[config.mk]
export PLATFORM = sky130hd
export DESIGN_NAME = axi4_memory_controller
export DESIGN_NICKNAME = d
export VERILOG_FILES = /design/src/rtl/axi4_memory_controller.sv
export SDC_FILE = /design/constraint.sdc
export NUM_CORES = 1
export LEC_CHECK = 0
export BUFFER_PORTS_ARGS = -buffer_cell sky130_fd_sc_hd__buf_4
export CAP_MARGIN = 20
export CORE_UTILIZATION = 49
export CTS_CLUSTER_SIZE = 12
export DETAILED_ROUTE_END_ITERATION = 10
export PLACE_DENSITY_LB_ADDON = 0.15
export SETUP_SLACK_MARGIN = 0.15
export SLEW_MARGIN = 20
export SYNTH_ARGS = -nofsm -noshare
export SYNTH_HDL_FRONTEND = slang
export SYNTH_SLANG_ARGS = --single-unit
[constraint.sdc]
create_clock -name clk -period 2.2 [get_ports clk]
set_clock_uncertainty 0.05 [all_clocks]
set_input_delay 0.11 -clock clk [delete_from_list [all_inputs] [get_ports clk]]
set_output_delay 0.11 -clock clk [all_outputs]
set_load 0.01 [all_outputs]
[src/rtl/axi4_memory_controller.sv]
// AXI4 master that turns start-pulse/address/length user requests into single
// outstanding INCR write and read bursts; one shared FSM serves both directions.
module axi4_memory_controller #(
  parameter int unsigned DATA_WIDTH = 32,
  parameter int unsigned ADDR_WIDTH = 32
) (
  input  logic                  clk,
  input  logic                  reset_n,
  input  logic                  start_write,
  input  logic [ADDR_WIDTH-1:0] write_addr,
  input  logic [7:0]            write_len,
  input  logic [DATA_WIDTH-1:0] write_data,
  output logic                  write_data_ack,
  input  logic                  start_read,
  input  logic [ADDR_WIDTH-1:0] read_addr,
  input  logic [7:0]            read_len,
  output logic [DATA_WIDTH-1:0] read_data,
  output logic                  read_data_valid,
  output logic                  write_done,
  output logic                  read_done,
  output logic [1:0]            resp,
  output logic                  busy,
  output logic [ADDR_WIDTH-1:0] axi_awaddr,
  output logic [7:0]            axi_awlen,
  output logic [2:0]            axi_awsize,
  output logic [1:0]            axi_awburst,
  output logic                  axi_awvalid,
  input  logic                  axi_awready,
  output logic [DATA_WIDTH-1:0] axi_wdata,
  output logic                  axi_wlast,
  output logic                  axi_wvalid,
  input  logic                  axi_wready,
  input  logic [1:0]            axi_bresp,
  input  logic                  axi_bvalid,
  output logic                  axi_bready,
  output logic [ADDR_WIDTH-1:0] axi_araddr,
  output logic [7:0]            axi_arlen,
  output logic [2:0]            axi_arsize,
  output logic [1:0]            axi_arburst,
  output logic                  axi_arvalid,
  input  logic                  axi_arready,
  input  logic [DATA_WIDTH-1:0] axi_rdata,
  input  logic                  axi_rlast,
  input  logic                  axi_rvalid,
  output logic                  axi_rready
);

  localparam logic [2:0] AXSIZE = 3'($clog2(DATA_WIDTH / 8));
  localparam logic [1:0] BURST_INCR = 2'b01;

  typedef enum logic [2:0] {
    S_IDLE, S_WR_ADDR, S_WR_DATA, S_WR_RESP, S_RD_ADDR, S_RD_DATA
  } state_t;

  state_t                r_state;
  logic                  r_start_write_d, r_start_read_d;
  logic                  r_wr_pend, r_rd_pend;
  logic [ADDR_WIDTH-1:0] r_wr_addr, r_rd_addr;
  logic [7:0]            r_wr_len, r_rd_len;
  logic [7:0]            r_beat;
  logic [ADDR_WIDTH-1:0] r_awaddr, r_araddr;
  logic [7:0]            r_awlen, r_arlen;
  logic                  r_awvalid, r_wvalid, r_wlast, r_bready, r_arvalid, r_rready;
  logic [DATA_WIDTH-1:0] r_read_data;
  logic                  r_read_data_valid, r_write_done, r_read_done;
  logic [1:0]            r_resp;

  logic w_wr_edge, w_rd_edge;

  assign w_wr_edge = start_write & ~r_start_write_d;
  assign w_rd_edge = start_read & ~r_start_read_d;

  always_ff @(posedge clk) begin
    if (reset_n) begin
      r_state           <= S_IDLE;
      r_start_write_d   <= 1'b0;
      r_start_read_d    <= 1'b0;
      r_wr_pend         <= 1'b0;
      r_rd_pend         <= 1'b0;
      r_wr_addr         <= '0;
      r_rd_addr         <= '0;
      r_wr_len          <= '0;
      r_rd_len          <= '0;
      r_beat            <= '0;
      r_awaddr          <= '0;
      r_araddr          <= '0;
      r_awlen           <= '0;
      r_arlen           <= '0;
      r_awvalid         <= 1'b0;
      r_wvalid          <= 1'b0;
      r_wlast           <= 1'b0;
      r_bready          <= 1'b0;
      r_arvalid         <= 1'b0;
      r_rready          <= 1'b0;
      r_read_data       <= '0;
      r_read_data_valid <= 1'b0;
      r_write_done      <= 1'b0;
      r_read_done       <= 1'b0;
      r_resp            <= '0;
    end else begin
      // NOTE: non-blocking throughout, so every branch below sees pre-edge state.
      r_start_write_d   <= start_write;
      r_start_read_d    <= start_read;
      r_write_done      <= 1'b0;
      r_read_done       <= 1'b0;
      r_read_data_valid <= 1'b0;

      // Capture and consume never collide: capture needs an empty slot.
      if (w_wr_edge && !r_wr_pend && write_len != 8'd0) begin
        r_wr_pend <= 1'b1;
        r_wr_addr <= write_addr;
        r_wr_len  <= write_len;
      end
      if (w_rd_edge && !r_rd_pend && read_len != 8'd0) begin
        r_rd_pend <= 1'b1;
        r_rd_addr <= read_addr;
        r_rd_len  <= read_len;
      end

      case (r_state)
        S_IDLE: begin
          if (r_wr_pend) begin
            r_wr_pend <= 1'b0;
            r_awaddr  <= r_wr_addr;
            r_awlen   <= r_wr_len - 8'd1;
            r_awvalid <= 1'b1;
            r_state   <= S_WR_ADDR;
          end else if (r_rd_pend) begin
            r_rd_pend <= 1'b0;
            r_araddr  <= r_rd_addr;
            r_arlen   <= r_rd_len - 8'd1;
            r_arvalid <= 1'b1;
            r_state   <= S_RD_ADDR;
          end
        end
        S_WR_ADDR: begin
          if (axi_awready) begin
            r_awvalid <= 1'b0;
            r_wvalid  <= 1'b1;
            r_wlast   <= (r_awlen == 8'd0);
            r_beat    <= '0;
            r_state   <= S_WR_DATA;
          end
        end
        S_WR_DATA: begin
          if (axi_wready) begin
            r_beat <= r_beat + 8'd1;
            if (r_wlast) begin
              r_wvalid <= 1'b0;
              r_wlast  <= 1'b0;
              r_bready <= 1'b1;
              r_state  <= S_WR_RESP;
            end else begin
              r_wlast <= (r_beat + 8'd1 == r_awlen);
            end
          end
        end
        S_WR_RESP: begin
          if (axi_bvalid) begin
            r_resp       <= axi_bresp;
            r_bready     <= 1'b0;
            r_write_done <= 1'b1;
            r_state      <= S_IDLE;
          end
        end
        S_RD_ADDR: begin
          if (axi_arready) begin
            r_arvalid <= 1'b0;
            r_rready  <= 1'b1;
            r_state   <= S_RD_DATA;
          end
        end
        S_RD_DATA: begin
          if (axi_rvalid) begin
            r_read_data       <= axi_rdata;
            r_read_data_valid <= 1'b1;
            if (axi_rlast) begin
              r_rready    <= 1'b0;
              r_read_done <= 1'b1;
              r_resp      <= 2'b00;
              r_state     <= S_IDLE;
            end
          end
        end
        default: r_state <= S_IDLE;
      endcase
    end
  end

  // Ack is taken straight from the W handshake so the requester can present
  // the next beat on the following cycle.
  assign write_data_ack  = r_wvalid & axi_wready;
  assign axi_wdata       = r_wvalid ? write_data : '0;
  assign axi_wvalid      = r_wvalid;
  assign axi_wlast       = r_wlast;
  assign axi_awaddr      = r_awaddr;
  assign axi_awlen       = r_awlen;
  assign axi_awsize      = r_awvalid ? AXSIZE : 3'd0;
  assign axi_awburst     = r_awvalid ? BURST_INCR : 2'b00;
  assign axi_awvalid     = r_awvalid;
  assign axi_bready      = r_bready;
  assign axi_araddr      = r_araddr;
  assign axi_arlen       = r_arlen;
  assign axi_arsize      = r_arvalid ? AXSIZE : 3'd0;
  assign axi_arburst     = r_arvalid ? BURST_INCR : 2'b00;
  assign axi_arvalid     = r_arvalid;
  assign axi_rready      = r_rready;
  assign read_data       = r_read_data;
  assign read_data_valid = r_read_data_valid;
  assign write_done      = r_write_done;
  assign read_done       = r_read_done;
  assign resp            = r_resp;
  assign busy            = (r_state != S_IDLE) || r_wr_pend || r_rd_pend;

endmodule

==> summary by stage, run 1 <==
Logic synthesis
The post-synthesis share of cell area spent on xor and xnor gates is 2.56%. The synthesized-area fraction occupied by adder cells is 0.439%. Summing the areas of all compound-gate instances in the mapped netlist gives 15.0% of the synthesized area. The average cell area after synthesis is 7.89 um^2. In the synthesized netlist the dominant register cell turns out to be sky130_fd_sc_hd__dfxtp_1.

The count of different cell masters after synthesis is 47. The cell count after synthesis is 1,083. The dominant combinational cell family by area after synthesis is simple AND/OR/NAND/NOR gates.

In this run, synthesis produced a sequential element count of 218. The number of warnings reported in the yosys synthesis log is 0. The mux cell area share after synthesis is 0.117%. After synthesis, the share of flip-flops with an asynchronous set or reset is 0%. After Yosys synthesis, and, or, nand and nor cells account for 25.9% of the synthesized area. In this run, synthesis inferred 0 flip-flops with an integrated enable. After synthesis the cells add up to 0.00855 mm^2. The share of synthesized area occupied by flip-flops and latches is 51.1%.

Pwr
The internal portion of the total power is 7.58 mW. The overall power consumption is 10.6 mW. The clock network burns 34.3% of the power. Per report_power, the combinational group accounts for 23.3% of the total. The cell leakage power is 5.52 nW. In this run the power density over the cells is 807 mW/mm^2. For this design the total switching power over the nets is 3.05 mW. In this run switching power makes up 28.7% of total power. The worst ir drop on vdd is 0.748 mV. Sequential cells account for 42.4% of the total power.

Detailed routing
The number of antenna-violating nets in the routed design is 0. In the final routed layout, each cell accounts on average for 16.3 um. The total via count in the routed design is 9,001. The iteration count of the initial detailed-routing pass is 5.

The total wirelength of the detailed-routed design is 28,200 um. The number of DRC violations after detailed routing is 0. The per-cell via count in the routed design is 5.20. The starting DRC count in detailed routing is 503.

Placement
At the end of routability-driven placement, the weighted congestion stood at 0.883. Input and output buffers added on the ports amount to 316. At the placement stage, the worst setup path has a slack of 0.242 ns.

Detailed placement ended at an HPWL of 17,100 um.

Timing
In this run the tightest slew margin relative to its limit is 49.7%. Setup repair after global routing left no endpoint under its margin. The clock period minus final worst setup slack is 1.94 ns. The number of slew-limit violations in the final report is 0. The worst hold slack after final layout is 0.0151 ns.

Setup violations remaining at the end of the flow were counted as 0. The final sum of negative setup slack is 0 ns. The post-route clock period utilization is 88.0%. The transition time at the pin with the least slew margin is 0.753 ns. The achievable clock frequency is 516 MHz. The setup slack of the critical path after layout is 0.264 ns.

The total count of hold-check failures in the final report came to 0.

Die
The die boundary width is 134 um. For this design the top-level I/O count stands at 323. The die extent in y is 134 um. The floorplan row count is 47.

The core footprint is 0.0168 mm^2. The initial core utilization is 50.8%. The die covers 0.0180 mm^2.

Global route
The first global-routing pass estimated 42,400 um of wire. The largest net degree at the start of global routing is 77. Across every metal layer, demand over resource in global routing totals 29.4%. The initial antenna violation count is 1. The residual overflow from global routing is 0. The via count of the first global-routing pass is 8,417.

Setup path
The destination of the worst register-to-register timing path is axi_awaddr[18]$_SDFFE_PP0P_. The startpoint identified for the worst register-to-register timing path is r_state[1]$_SDFFE_PP0P_. STA puts the critical path data arrival time at 2.31 ns.

The worst setup path is captured at a flip-flop. STA puts the critical path data required time at 2.57 ns. The path type of the worst setup path is primary input to flip-flop. The number of cells on the worst reg-to-reg path is 5. The maximum fanout along the worst path is 7. Across all register-to-register paths, the minimum setup slack is 0.30 ns. The startpoint type of the worst setup path is a primary input.

Cells and area
The fraction of layout instances using a drive strength above 1 is 27.6%. Fill cells in the final layout number 1,143. The net count reported at finish is 1,655. The area growth from synthesis to layout is 54.0%.

Min path
The hold-critical path depth is 2. For hold timing, the worst endpoint is r_wr_addr[13]$_SDFFE_PP0P_. The source of the worst hold timing path is reset_n. The class of the worst hold path is primary input to flip-flop.

Clock network
The CTS buffer count is 23. Clock tree synthesis selected as its root buffer the cell sky130_fd_sc_hd__clkbuf_16. In this run the deepest clock path goes through 3 buffers. The CTS tree is built. After clock tree synthesis, the clock-pin slew on the worst setup and hold paths is 0.06 ns.

The number of clock sinks is 218. The clock insertion delay at the later pin of the skew report is 0.50 ns. The H-tree depth is 1.

Run status
The run finished with clean final reports.

Run
Max-cap violations in this run came to 0.
## Yosys cell counts (2+ instances only)
| library cell | instances | area [um^2] |
|---|---|---|
| sky130_fd_sc_hd__nand2_1 | 375 | 1410 |
| sky130_fd_sc_hd__dfxtp_1 | 218 | 4360 |
| sky130_fd_sc_hd__a21oi_1 | 185 | 926 |
| sky130_fd_sc_hd__clkbuf_1 | 59 | 221 |
| sky130_fd_sc_hd__nor2_1 | 42 | 158 |
| sky130_fd_sc_hd__and2_1 | 36 | 225 |
| sky130_fd_sc_hd__a211oi_1 | 15 | 113 |
| sky130_fd_sc_hd__nor3_1 | 14 | 70.1 |
| sky130_fd_sc_hd__xnor2_1 | 13 | 114 |
| sky130_fd_sc_hd__a21oi_2 | 12 | 105 |
| sky130_fd_sc_hd__xor2_1 | 12 | 105 |
| sky130_fd_sc_hd__buf_4 | 10 | 75.1 |
| sky130_fd_sc_hd__nand3_1 | 9 | 45.0 |
| sky130_fd_sc_hd__nor4_1 | 9 | 56.3 |
| sky130_fd_sc_hd__buf_6 | 8 | 90.1 |
| sky130_fd_sc_hd__nand2b_1 | 7 | 43.8 |
| sky130_fd_sc_hd__nor2b_1 | 6 | 37.5 |
| sky130_fd_sc_hd__o21ai_0 | 6 | 30.0 |
| sky130_fd_sc_hd__and3_1 | 5 | 31.3 |
| sky130_fd_sc_hd__inv_1 | 4 | 15.0 |
| sky130_fd_sc_hd__buf_1 | 3 | 11.3 |
| sky130_fd_sc_hd__ha_1 | 3 | 37.5 |
| sky130_fd_sc_hd__a22oi_1 | 2 | 15.0 |
| sky130_fd_sc_hd__buf_2 | 2 | 10.0 |
| sky130_fd_sc_hd__nand3b_1 | 2 | 15.0 |
| sky130_fd_sc_hd__nand4_1 | 2 | 12.5 |
| sky130_fd_sc_hd__nor3b_1 | 2 | 15.0 |
| sky130_fd_sc_hd__nor3b_2 | 2 | 25.0 |
| sky130_fd_sc_hd__nor4b_1 | 2 | 17.5 |
## metal layers
metal,up-vias,track usage [%],wire (um)
li1,4368,-,-
met1,4127,33.8,10700
met2,420,51.9,13900
met3,86,6.69,2330
met4,0,13.5,1260
met5,-,0,0
## flip-flops by register name, summed over array words and instances, names as in the netlist, 3 cells and up
register / count
read_data: 32
r_wr_addr: 32
r_wr_len: 8
axi_awaddr: 32
r_state: 3
axi_awlen: 8
r_beat: 8
r_rd_len: 8
axi_araddr: 32
axi_arlen: 8
r_rd_addr: 32
## worst max path at each step
| stage | cells past startpoint | slack (ns) | endpoint | startpoint |
|---|---|---|---|---|
| 6_report | 9 | 0.26 | r_wr_addr[17]$_SDFFE_PP0P_ | write_len[1] |
| 5_1_grt | 5 | 0.17 | axi_awaddr[18]$_SDFFE_PP0P_ | r_state[1]$_SDFFE_PP0P_ |
| 4_1_cts | 8 | 0.21 | r_wr_len[4]$_SDFFE_PP0P_ | write_len[1] |
| 3_5_place_dp | 7 | 0.24 | r_wr_addr[17]$_SDFFE_PP0P_ | write_len[1] |
| 3_3_place_gp | 7 | 0.27 | r_wr_addr[0]$_SDFFE_PP0P_ | write_len[1] |
| 2_1_floorplan | 7 | 0.40 | r_wr_addr[4]$_SDFFE_PP0P_ | write_len[1] |
## cell families (layout without fill, tap and decap cells)
family / after synthesis / count (layout)
flops: 218 / 218
fa+ha+maj: 3 / 3
compound gates: 230 / 230
other cells: 1 / 8
buf+inv: 86 / 507
simple gates: 519 / 519
mux: 1 / 1
xor+xnor: 25 / 25
## timing repair
action,4_1_cts,5_1_grt
setup buffers,0,1
resized for setup,0,31
endpoints found under the setup margin,0,40
hold buffers,119,0
endpoints found under the hold margin,121,0
## stage by stage
step                instance area, um^2  util, %  std cells
floorplan                          8570        -       1088
global placement                  11100     65.8       1567
detailed placement                11100     65.8       1567
CTS                               13000     77.0       1724
global route                      13200     78.3       1730
finish                            13200     78.3       1731
## power by group through the flow
stage          Clock, mW  Combinational (mW)  Sequential [mW]
6_report            3.64                2.48             4.51
5_1_grt             3.85                2.69             4.55
4_1_cts             3.69                2.38             4.50
3_5_place_dp           0                2.20             4.58
3_3_place_gp           0                2.16             4.57
2_1_floorplan          0                1.28             4.54
## layout by cell type (no fill, tap or decap), drive strengths merged, types with 3 or more instances in the layout
cell            n
nand2         376
buf           343
dfxtp         218
a21oi         197
dlygate4sd3   115
nor2           42
clkbuf         38
and2           37
a211oi         15
nor3           14
xnor2          13
xor2           12
nor4            9
nand3           9
nand2b          7
o21ai           7
nor2b           6
conb            6
and3            5
inv             5
dlymetal6s4s    4
nor3b           4
ha              3
## layout make-up
| cell class | count | area [um^2] | area share [%] |
|---|---|---|---|
| Multi-Input combinational cell | 784 | 3850 | 29.2 |
| Antenna cell | 2 | 5.00 | 0.0380 |
| Sequential cell | 218 | 4360 | 33.1 |
| Clock inverter | 3 | 43.8 | 0.333 |
| Clock buffer | 35 | 651 | 4.94 |
| Tap cell | 220 | 275 | 2.09 |
| Inverter | 4 | 15.0 | 0.114 |
| Timing Repair Buffer | 465 | 3970 | 30.1 |
## critical path: stages
cell and delay (ns):
sky130_fd_sc_hd__dlymetal6s4s_1 0.26, sky130_fd_sc_hd__buf_4 0.15, sky130_fd_sc_hd__or4_4 0.53, sky130_fd_sc_hd__or4_4 0.54, sky130_fd_sc_hd__o21ai_4 0.20, sky130_fd_sc_hd__buf_12 0.16
sky130_fd_sc_hd__buf_6 0.14, sky130_fd_sc_hd__nand2_1 0.06, sky130_fd_sc_hd__a21oi_1 0.16
Note: power is estimated with default switching activity, not from simulation.
==> run 2, diff against run 1 <==
--- a/config.mk
+++ b/config.mk
@@ -7,7 +7,10 @@
 export LEC_CHECK = 0
 export BUFFER_PORTS_ARGS = -buffer_cell sky130_fd_sc_hd__buf_4
 export CAP_MARGIN = 20
-export CORE_UTILIZATION = 49
+export CELL_PAD_IN_SITES_DETAIL_PLACEMENT = 1
+export CELL_PAD_IN_SITES_GLOBAL_PLACEMENT = 2
+export CORE_UTILIZATION = 27
+export CTS_BUF_LIST = sky130_fd_sc_hd__clkbuf_16
 export CTS_CLUSTER_SIZE = 12
 export DETAILED_ROUTE_END_ITERATION = 10
 export PLACE_DENSITY_LB_ADDON = 0.15
==> run 2 against run 1 <==
Against the previous run:
- the run now ends with DRC left
- final cell count grew 11%
- first-iteration DRC count shrank 51%
- sequential power is essentially flat
- clock power grew 15%
- critical path depth shrank 1
- power grew 5.7%
- core utilization shrank 34 points
- clock-buffer cell count shrank 8
- combinational power grew 4%
- setup slack lost 0.054 ns
==> summary by stage, run 2 (synthesis gave the netlist of run 1 again) <==
Timing
The post-route clock period utilization is 90.5% (was 88.0%). The setup slack of the critical path after layout came to 0.209 ns (was 0.264 ns). The tightest slew margin relative to the limit is 61.0% (was 49.7%).

The number of slew-limit violations in the final report is 0 (unchanged). The transition time at the pin with the least slew margin came to 0.585 ns (was 0.753 ns). Setup repair after global routing missed its margin: no (unchanged). The worst hold slack after final layout is 0.0199 ns (was 0.0151 ns). The total count of hold-check failures in the final report is 0 (unchanged). The clock period minus final worst setup slack is 1.99 ns (was 1.94 ns). The final sum of negative setup slack was 0 ns (unchanged).

The achievable clock frequency is 502 MHz (was 516 MHz). The final setup violation count is 0 (unchanged).

Clock network
The number of clock sinks is 218 (unchanged). The CTS clock-pin slew for the worst setup and hold paths is 0.06 ns (about the same). The CTS buffer count is 26 (was 23). The clock insertion delay at the later pin of the skew report came to 0.53 ns (was 0.50 ns).

The maximum buffer depth of the clock tree is 3 (unchanged). The CTS tree is built (unchanged). The clock root buffer master is sky130_fd_sc_hd__clkbuf_16 (unchanged). The H-tree depth is 1 (unchanged).

Pwr
The combinational share of power is 22.9% (was 23.3%). The net switching component of the power is 3.31 mW (was 3.05 mW). The clock share of power is 37.2% (was 34.3%). The sequential group share of total power is 39.9% (was 42.4%). The cell leakage power was 5.62 nW (was 5.52 nW). The worst ir drop on vdd is 0.572 mV (was 0.748 mV). The internal cell power is 7.92 mW (was 7.58 mW). The switching part of the total is 29.5% (was 28.7%).

The power per cell area is 831 mW/mm^2 (was 807 mW/mm^2).

Setup path
The path type of the worst setup path was primary input to flip-flop (unchanged). The largest delay contributor family on the critical path is simple AND/OR/NAND/NOR gates (unchanged). Cells along the critical path: buf_4, or4_1, or4_4, o21a_4, buf_12, nand2_1, a21oi_1, dlygate4sd3_1 (was dlymetal6s4s_1, buf_4, or4_4, or4_4, o21ai_4, buf_12, buf_6, nand2_1, a21oi_1).

The reg-to-reg critical path startpoint is r_wr_pend$_SDFF_PP0_ (was r_state[1]$_SDFFE_PP0P_). The instance count on the critical path is 8 (was 9). The critical path's slowest cell is sky130_fd_sc_hd__dlygate4sd3_1 (was sky130_fd_sc_hd__or4_4). The setup slack on the worst flop-to-flop path is 0.24 ns (was 0.30 ns). The maximum cell stage delay along the critical path was 0.58 ns (was 0.54 ns). The critical path data arrival time is 2.35 ns (was 2.31 ns). The destination of the worst register-to-register timing path was r_wr_addr[3]$_SDFFE_PP0P_ (was axi_awaddr[18]$_SDFFE_PP0P_).

The endpoint kind of the worst setup timing path is a flip-flop (unchanged). The maximum fanout along the worst path is 22 (was 7). The number of cells on the worst reg-to-reg path is 7 (was 5).

The endpoint required time on the critical path was 2.56 ns (was 2.57 ns). The worst path buffer plus inverter count was 3 (was 4). The startpoint type of the worst setup path is a primary input (unchanged).

Global route
The first-pass GRT wire length is 48,100 um (was 42,400 um). The met3 usage was 4.66% (was 6.69%). The routing usage on met1 is 22.0% (was 33.8%). The most used routing layer in global routing is met2 (unchanged). The largest net degree at the start of global routing is 67 (was 77).

The via count of the first global-routing pass is 8,935 (was 8,417). The initial antenna violation count came to 0 (was 1). The fraction of met2 tracks used by global routing is 32.4% (was 51.9%).

The residual overflow from global routing is 0 (unchanged). The total global-route track usage is 18.3% (was 29.4%).

Die
The full die area is 0.0324 mm^2 (was 0.0180 mm^2). The boundary pin count is 323 (unchanged). The floorplan row count came to 64 (was 47).

The core footprint is 0.0308 mm^2 (was 0.0168 mm^2). The initial core utilization is 27.7% (was 50.8%). The die boundary width is 180 um (was 134 um). The die extent in y is 180 um (was 134 um).

Cells and area
The number of diodes is 0 (was 2). Highest-count cells in the layout ignoring fill and taps: sky130_fd_sc_hd__nand2_1, sky130_fd_sc_hd__buf_4, sky130_fd_sc_hd__dfxtp_1 (unchanged). The net count reported at finish was 1,668 (was 1,655). The post-layout instance count excluding filler cells is 1,925 (was 1,731). The most frequent standard cell in the layout excluding fill and tap cells is sky130_fd_sc_hd__nand2_1 (unchanged). The area growth from synthesis to layout is 58.2% (was 54.0%). The fraction of layout instances using a drive strength above 1 came to 26.8% (was 27.6%). The finished layout cell area is 0.0135 mm^2 (was 0.0132 mm^2).

Min path
The source of the worst hold timing path is axi_awready (was reset_n). The hold-critical path depth is 3 (was 2). The worst-case hold path end point is axi_wvalid$_SDFFE_PP0P_ (was r_wr_addr[13]$_SDFFE_PP0P_). The class of the worst hold path is primary input to flip-flop (unchanged).

Detailed routing
The per-cell via count in the routed design is 4.57 (was 5.20). The number of DRC violations after detailed routing is 27 (was 0). The number of antenna-violating nets in the routed design came to 0 (unchanged). The mean routed wirelength per cell is 16.0 um (was 16.3 um). The total via count in the routed design is 8,793 (was 9,001). The starting DRC count in detailed routing is 247 (was 503). The iteration count of the initial detailed-routing pass is 9 (was 5). The total wirelength of the detailed-routed design is 30,800 um (was 28,200 um).

Placement
The number of input and output port buffers inserted is 316 (unchanged). The last weighted congestion value of the routability-driven placer came to 0.768 (was 0.883). The placed instance count is 1,743 (was 1,567). The cell area after placement was 0.0113 mm^2 (was 0.0111 mm^2). The detailed-placement wirelength estimate is 20,300 um (was 17,100 um).

The setup slack after placement is 0.173 ns (was 0.242 ns).

Run status
Run status: complete, but fails checks (was complete, no violations). The final reports fail on DRC.

Run
The max-capacitance violation count is 0 (unchanged).
run 2: per-stage QoR:
| stage | util [%] | power (mW) |
|---|---|---|
| 3_5_place_dp | 36.7 | 6.94 |
| 4_1_cts | 43.5 | 11.4 |
| 5_1_grt | 43.9 | 11.8 |
| 3_3_place_gp | 36.7 | 6.90 |
| 2_1_floorplan | - | 5.82 |
| 6_report | 43.9 | 11.2 |
run 2: cell type report:
| cell class | instances | area (um^2) |
|---|---|---|
| fillers | 3701 | 17300 |
| flip-flops and latches | 218 | 4360 |
| repair buffers | 475 | 4040 |
| multi-input cells | 784 | 3790 |
| clock buffers | 27 | 676 |
| well taps | 396 | 495 |
| clock inverters | 21 | 151 |
| inverters | 4 | 15.0 |
run 2: how the worst max path moves through the flow:
stage	startpoint	end	slack [ns]
2_1_floorplan	write_len[1]	r_wr_addr[4]$_SDFFE_PP0P_	0.40
5_1_grt	r_state[1]$_SDFFE_PP0P_	busy	0.15
3_5_place_dp	write_len[1]	r_wr_addr[9]$_SDFFE_PP0P_	0.17
4_1_cts	r_wr_pend$_SDFF_PP0_	r_wr_addr[9]$_SDFFE_PP0P_	0.20
3_3_place_gp	write_len[1]	r_wr_addr[9]$_SDFFE_PP0P_	0.20
6_report	write_len[1]	r_wr_addr[11]$_SDFFE_PP0P_	0.21
run 2: worst min-delay path, stage by stage:
cell                        delay, ns
sky130_fd_sc_hd__buf_4           0.12
sky130_fd_sc_hd__nand4bb_1       0.21
sky130_fd_sc_hd__a21oi_1         0.09
run 2: timing repair:
| item | CTS | global route |
|---|---|---|
| resized for setup | 0 | 4 |
| setup buffers | 0 | 5 |
| endpoints found under the hold margin | 130 | 0 |
| hold buffers | 127 | 0 |
| endpoints found under the setup margin | 0 | 7 |
run 2: power by group through the flow:
stage	Sequential, mW	Clock [mW]	Combinational, mW
floorplan	4.54	0	1.28
global placement	4.57	0	2.34
detailed placement	4.57	0	2.36
CTS	4.49	4.32	2.57
global route	4.53	4.47	2.83
finish	4.49	4.18	2.57
run 2: metal layers:
metal | vias to the layer above | part of all wire, % | routed length [um]
li1 | 4383 | - | -
met1 | 4127 | 43 | 13400
met2 | 244 | 48 | 14800
met3 | 39 | 6.5 | 2010
met4 | 0 | 2.1 | 640
met5 | - | 0 | 0
